--- src/rtl/sr_pulse_arbiter.sv ---
// Round-robin arbiter that turns set/clear requests into timed, mutually exclusive S/R pulses
// on an SR latch bank, then checks the latch's Q feedback and reports done/err.
module sr_pulse_arbiter #(
    parameter int NREQ      = 4,
    parameter int NBITS     = 8,
    parameter int PULSE_CYC = 2,
    parameter int GAP_CYC   = 1,
    parameter int IDXW      = $clog2(NBITS),
    localparam int RIDW     = (NREQ > 1) ? $clog2(NREQ) : 1
) (
    input  logic                 clk,
    input  logic                 rst,
    input  logic [NREQ-1:0]      req_valid,
    input  logic [NREQ-1:0]      req_set,
    input  logic [NREQ*IDXW-1:0] req_idx,
    output logic [NREQ-1:0]      req_ready,
    output logic [NBITS-1:0]     S,
    output logic [NBITS-1:0]     R,
    input  logic [NBITS-1:0]     Q_sense,
    output logic                 busy,
    output logic                 done,
    output logic                 err,
    output logic [RIDW-1:0]      done_req
);

    localparam logic [1:0] ST_IDLE   = 2'd0;
    localparam logic [1:0] ST_PULSE  = 2'd1;
    localparam logic [1:0] ST_VERIFY = 2'd2;
    localparam logic [1:0] ST_GAP    = 2'd3;

    localparam int CMAX = (PULSE_CYC > GAP_CYC) ? PULSE_CYC : GAP_CYC;
    localparam int CW   = (CMAX > 1) ? $clog2(CMAX) : 1;

    logic [1:0]       state_q, state_d;
    logic [CW-1:0]    cnt_q, cnt_d;
    logic [RIDW-1:0]  id_q, id_d;
    logic [RIDW-1:0]  ptr_q, ptr_d;
    logic             op_q, op_d;
    logic [IDXW-1:0]  idx_q, idx_d;
    logic [NBITS-1:0] s_q, s_d, r_q, r_d;
    logic             done_q, done_d, err_q, err_d;
    logic [RIDW-1:0]  done_req_q, done_req_d;

    logic [NREQ-1:0]  grant;
    logic [RIDW-1:0]  win;
    logic             found;
    logic [IDXW-1:0]  win_idx;
    logic [NBITS-1:0] win_mask, cur_mask;

    // One-hot decode of a latch index; out-of-range indices decode to all zeros.
    function automatic logic [NBITS-1:0] idx_dec(input logic [IDXW-1:0] i);
        logic [NBITS-1:0] m;
        m = '0;
        for (int b = 0; b < NBITS; b++) begin
            if (i == IDXW'(b)) m[b] = 1'b1;
        end
        return m;
    endfunction

    always_comb begin
        grant = '0;
        win   = '0;
        found = 1'b0;
        for (int k = 0; k < NREQ; k++) begin
            automatic int j = (int'(ptr_q) + k) % NREQ;
            if (!found && req_valid[j]) begin
                found    = 1'b1;
                grant[j] = 1'b1;
                win      = RIDW'(j);
            end
        end
    end

    assign req_ready = (state_q == ST_IDLE && !rst) ? grant : '0;
    assign win_idx   = req_idx[int'(win)*IDXW +: IDXW];
    assign win_mask  = idx_dec(win_idx);
    assign cur_mask  = idx_dec(idx_q);

    always_comb begin
        state_d    = state_q;
        cnt_d      = cnt_q;
        id_d       = id_q;
        ptr_d      = ptr_q;
        op_d       = op_q;
        idx_d      = idx_q;
        s_d        = '0;
        r_d        = '0;
        done_d     = 1'b0;
        err_d      = 1'b0;
        done_req_d = done_req_q;
        case (state_q)
            ST_IDLE: begin
                if (found) begin
                    state_d = ST_PULSE;
                    cnt_d   = CW'(PULSE_CYC - 1);
                    id_d    = win;
                    op_d    = req_set[win];
                    idx_d   = win_idx;
                    ptr_d   = (win == RIDW'(NREQ - 1)) ? '0 : win + 1'b1;
                    s_d     = req_set[win] ? win_mask : '0;
                    r_d     = req_set[win] ? '0 : win_mask;
                end
            end
            ST_PULSE: begin
                if (cnt_q == '0) begin
                    state_d = ST_VERIFY;
                end else begin
                    cnt_d = cnt_q - 1'b1;
                    s_d   = s_q;
                    r_d   = r_q;
                end
            end
            ST_VERIFY: begin
                state_d    = ST_GAP;
                cnt_d      = CW'(GAP_CYC - 1);
                done_d     = 1'b1;
                done_req_d = id_q;
                // An empty mask means the index was out of range: always an error.
                err_d      = (cur_mask == '0) || ((|(Q_sense & cur_mask)) != op_q);
            end
            ST_GAP: begin
                if (cnt_q == '0) state_d = ST_IDLE;
                else             cnt_d   = cnt_q - 1'b1;
            end
            default: state_d = ST_IDLE;
        endcase
    end

    always_ff @(posedge clk) begin
        if (rst) begin
            state_q    <= ST_IDLE;
            cnt_q      <= '0;
            id_q       <= '0;
            ptr_q      <= '0;
            op_q       <= 1'b0;
            idx_q      <= '0;
            s_q        <= '0;
            r_q        <= '0;
            done_q     <= 1'b0;
            err_q      <= 1'b0;
            done_req_q <= '0;
        end else begin
            state_q    <= state_d;
            cnt_q      <= cnt_d;
            id_q       <= id_d;
            ptr_q      <= ptr_d;
            op_q       <= op_d;
            idx_q      <= idx_d;
            s_q        <= s_d;
            r_q        <= r_d;
            done_q     <= done_d;
            err_q      <= err_d;
            done_req_q <= done_req_d;
        end
    end

    assign S        = s_q;
    assign R        = r_q;
    assign busy     = (state_q != ST_IDLE);
    assign done     = done_q;
    assign err      = err_q;
    assign done_req = done_req_q;

endmodule

--- config.mk ---
export PLATFORM = sky130hd
export DESIGN_NAME = sr_pulse_arbiter
export DESIGN_NICKNAME = d
export VERILOG_FILES = /design/src/rtl/sr_pulse_arbiter.sv
export SDC_FILE = /design/constraint.sdc
export NUM_CORES = 1
export LEC_CHECK = 0
export ABC_AREA = 0
export BUFFER_PORTS_ARGS = -buffer_cell sky130_fd_sc_hd__buf_2
export CORE_MARGIN = 5
export CORE_UTILIZATION = 49
export CTS_CLUSTER_DIAMETER = 40
export DETAILED_ROUTE_END_ITERATION = 12
export HOLD_SLACK_MARGIN = 0.02
export PLACE_DENSITY = 0.77
export SLEW_MARGIN = 10
export SYNTH_ARGS = -nofsm -noshare
export SYNTH_HDL_FRONTEND = slang
export SYNTH_SLANG_ARGS = --single-unit
export TNS_END_PERCENT = 50
--- constraint.sdc ---
create_clock -name clk -period 2.97 [get_ports clk]
set_input_delay 0.297 -clock clk [delete_from_list [all_inputs] [get_ports clk]]
set_output_delay 0.297 -clock clk [all_outputs]
set_load 0.01 [all_outputs]
==> summary by stage <==
Cells and area
The final instance area is 2850 um2. Summing all multi-input logic gate instances after layout gives 1620 um2. In the final layout, the share of cells above drive strength 1 is 32.8%. At the end of the flow the core is filled with cells to 64.6%. The net count of the finished layout is 369. The area of all sequential standard cells is 622 um2. The antenna diode instance count is 0.

The number of filler instances in the final layout is 365. Relative to the synthesized area, the layout overhead comes to 26.3%.

Logic synthesis
Counting every instance in the synthesized netlist gives 265. The Yosys step of the flow raised 0 warnings. The synthesis-stage register bit count is 31.

After synthesis, the cell types taking the most area are dfxtp_1, ha_1, nor2_1. The biggest area contributor in the post-synthesis netlist is dfxtp_1. The synthesized design contains 0 enable-type register cells. Dividing the synthesized area by the synthesized cell count gives 8.52 um2. In the post-synthesis netlist, the cell with the most instances is nor2_1. The area fraction of the dominant cell type after synthesis is 27.5%. When the netlist entered floorplanning its net count stood at 306. The synthesized netlist occupies a cell area of 2260 um2.

For this run, asynchronously set or reset flops after synthesis account for 0%. In the synthesized netlist the dominant register cell turns out to be dfxtp_1. The sequential-to-total area share from yosys stat is 27.5%. After synthesis, the most frequently instantiated cells are nor2_1, dfxtp_1, nand2_1. The netlist uses 56 different library cells.

Global routing
The total congestion overflow is 0. The first global-routing pass estimated 9760 um of wire. The number of antenna violations at the first check in global routing is 0. Entering global routing, the biggest net connects 23 pins.

The via count of the first global-routing pass is 2,049. The aggregate global-route resource usage is 19.3%.

Pwr
Net switching is 43.7% of the power. The worst vdd rail ir drop is 0.000381 V. The total chip power is 2.78 mW. The internal portion of the total power is 1.56 mW. The sequential share of power is 21.1%.

The clock network is responsible for 15.5% of the overall power. The switching power of the nets is 1.21 mW. The total leakage power is 1.25 nW. The power share of the combinational group is 63.5%.

Power spread over the standard cell area amounts to 974 nW/um2.

Clocking
The number of buffers added by the clock tree synthesis step is 5. Counting every sink on the clock net gives 31. The H-tree was split into 2 levels. Buffers inserted to repair hold after CTS numbered 0. Clock-pin slew was measured on the worst setup and hold paths at 0.07 ns.

At the later pin of the worst-skew pair, clock insertion delay measures 0.29 ns. The clock tree from TritonCTS is yes. The maximum buffer depth of the clock tree is 2. The cell chosen for the clock root is clkbuf_8.

Drt
The detailed-router iteration count before antenna repair is 4. The initial DRC count is 120. The detail-routed via count per cell is 6.02. After detailed routing, the average wire length per cell comes to 16.4 um. The residual DRC count is 0. The total wire length after detailed routing is 6250 um. The total number of vias is 2,293. Once detail routing completed, the nets flagged for antenna violations numbered 0.

Timing
The upper clock frequency limit is 0.348 GHz. The number of setup violations in the final report is 0. In the finished design, the share of the clock period the worst path needs comes to 96.8%. The final count of hold timing violations was 0.

The number of slew-limit violations in the final report is 0. The minimum clock period is 2.88 ns. The final worst-path setup slack is 0.0936 ns.

Headroom to the max-slew limit came out at 29.8%. The setup skew after layout is 0.00766 ns. For the pin with the worst max-slew slack, the measured transition is 1.05 ns.

Floorplan
The I/O pin count is 55. The starting utilization of the core area is 51.1%. The die width is 77.9 um. The die covers 6060 um2. After floorplanning, the core was sized to cover 4410 um2.

The height of the die is 77.9 um. In this run the core area contains 24 standard-cell rows.

Worst setup path
The kind of end point of the critical path is a flop. The category of the most critical setup path is flop to flop. The critical path capture point is R[5]. The nature of the critical path startpoint is a flop.

In this run the critical register-to-register path is captured at R[5]. The critical path arrival is 3.11 ns. The origin of the critical flop-to-flop path is ptr_q[1]. The start point of the critical path is ptr_q[1].

The depth of the most critical reg-to-reg path is 11. The register-to-register setup slack is 0.09 ns. Along the worst path, the maximum fanout reaches 12. The data required time at the worst endpoint is 3.20 ns.

Placement
The placed wire-length estimate is 4370 um. The final estimated routing congestion in global placement is 0.820. The placed cell area is 2610 um2. The worst setup slack before clock tree synthesis is 0.0280 ns. In this run the tool buffered the top-level ports with 54 buffer cells.

Outcome
The run finished with clean final reports.

Min path
The path category of the worst min-delay check is input port to flop.

Job
The total of max-cap violations is 0.
## state kept, by name, indices dropped and copies added, names as in the netlist
register	count
op_q	1
id_q	2
state_q	2
err	1
idx_q	3
done_req	2
R	8
ptr_q	2
done	1
cnt_q	1
S	8
## final cells by class
| class | instances | share of cell area [%] |
|---|---|---|
| clock buffer | 6 | 2.90 |
| tap | 52 | 2.28 |
| sequential | 31 | 21.8 |
| inverter | 8 | 1.05 |
| clock inverter | 2 | 1.23 |
| timing repair buffer | 71 | 14.0 |
| multi-input combinational | 211 | 56.8 |
## cell usage in the layout, fill, tap and decap left out, types with 2 or more instances in the layout
master / n
and3_1: 2
xnor2_1: 2
nand3b_1: 2
o211a_1: 2
a31oi_1: 2
o21ai_0: 10
o21a_1: 3
nor4_1: 3
nor2_1: 33
o21ai_4: 2
a32o_1: 2
buf_2: 54
nor2b_1: 6
a211oi_2: 2
nor3_1: 8
inv_1: 7
a221oi_1: 5
dfxtp_1: 30
a21oi_2: 2
nand3_1: 3
nand2_1: 28
clkbuf_8: 6
mux4_2: 6
a22oi_1: 5
nand4_1: 2
nand2b_1: 3
mux2i_1: 11
and2_1: 3
o21ai_1: 4
o211ai_1: 3
a21oi_1: 10
a22o_1: 10
mux2_2: 2
ha_1: 10
buf_4: 17
## per-stage QoR
stage / hold slack, ns / TNS, ns / instances
floorplan: 0.454 / 0 / 265
global placement: 0.431 / 0 / 366
detailed placement: 0.440 / 0 / 366
CTS: 0.401 / 0 / 374
global route: 0.434 / -0.0520 / 381
finish: 0.414 / 0 / 381
## layer usage
layer  up-vias  wire, um  global-route usage (%)
met3         9       570                    5.09
met5         -         0                       0
li1       1111         -                       -
met4         0       133                    7.56
met2       104      2750                    29.1
met1      1069      2790                    26.0
## worst max-delay path: stages, from the launching register on
cell,delay [ns]
dfxtp_1,0.37
buf_4,0.22
mux4_2,0.59
nor2b_4,0.19
buf_4,0.13
o21ai_1,0.21
nand2_1,0.09
a31oi_1,0.27
a21oi_4,0.07
buf_4,0.18
nor3b_4,0.29
a32o_1,0.20
## power groups by stage
stage	sequential [mW]	combinational, mW	clock, mW
after floorplan	0.612	1.21	0
after global placement	0.590	1.60	0
after detailed placement	0.592	1.61	0
after CTS	0.584	1.63	0.434
after global routing	0.598	1.92	0.458
final	0.585	1.76	0.429
## how the worst min path moves through the flow
| stage | startpoint | endpoint | slack, ns | cells after the start |
|---|---|---|---|---|
| 2_1_floorplan | id_q[1] | id_q[1] | 0.45 | 2 |
| 3_3_place_gp | R[3] | R[3] | 0.43 | 2 |
| 3_5_place_dp | R[2] | R[2] | 0.44 | 2 |
| 4_1_cts | rst | id_q[1] | 0.40 | 2 |
| 5_1_grt | rst | op_q | 0.43 | 2 |
| 6_report | rst | id_q[1] | 0.41 | 2 |
## logic make-up (layout without fill, tap and decap cells)
kind of cell               after synthesis  in the layout  share of synthesized area (%)
DFF                                     31             31                           27.5
AOI/OAI and AO/OA                       75             75                           25.6
and+or+nand+nor                        102            102                           23.0
xor gates and xnor gates                 2              2                          0.776
buffers and inverters                   25             87                           5.49
adders and majority gates               11             11                           6.10
muxes                                   19             21                           11.5
## what timing repair did
item / CTS / global route
pin swaps: 0 / 1
resized for setup: 1 / 7
endpoints found under the hold margin: 0 / 0
setup endpoints to repair: 1 / 20
setup buffers: 0 / 5
cloned: 0 / 2
Power figures use the tool's default switching activity.
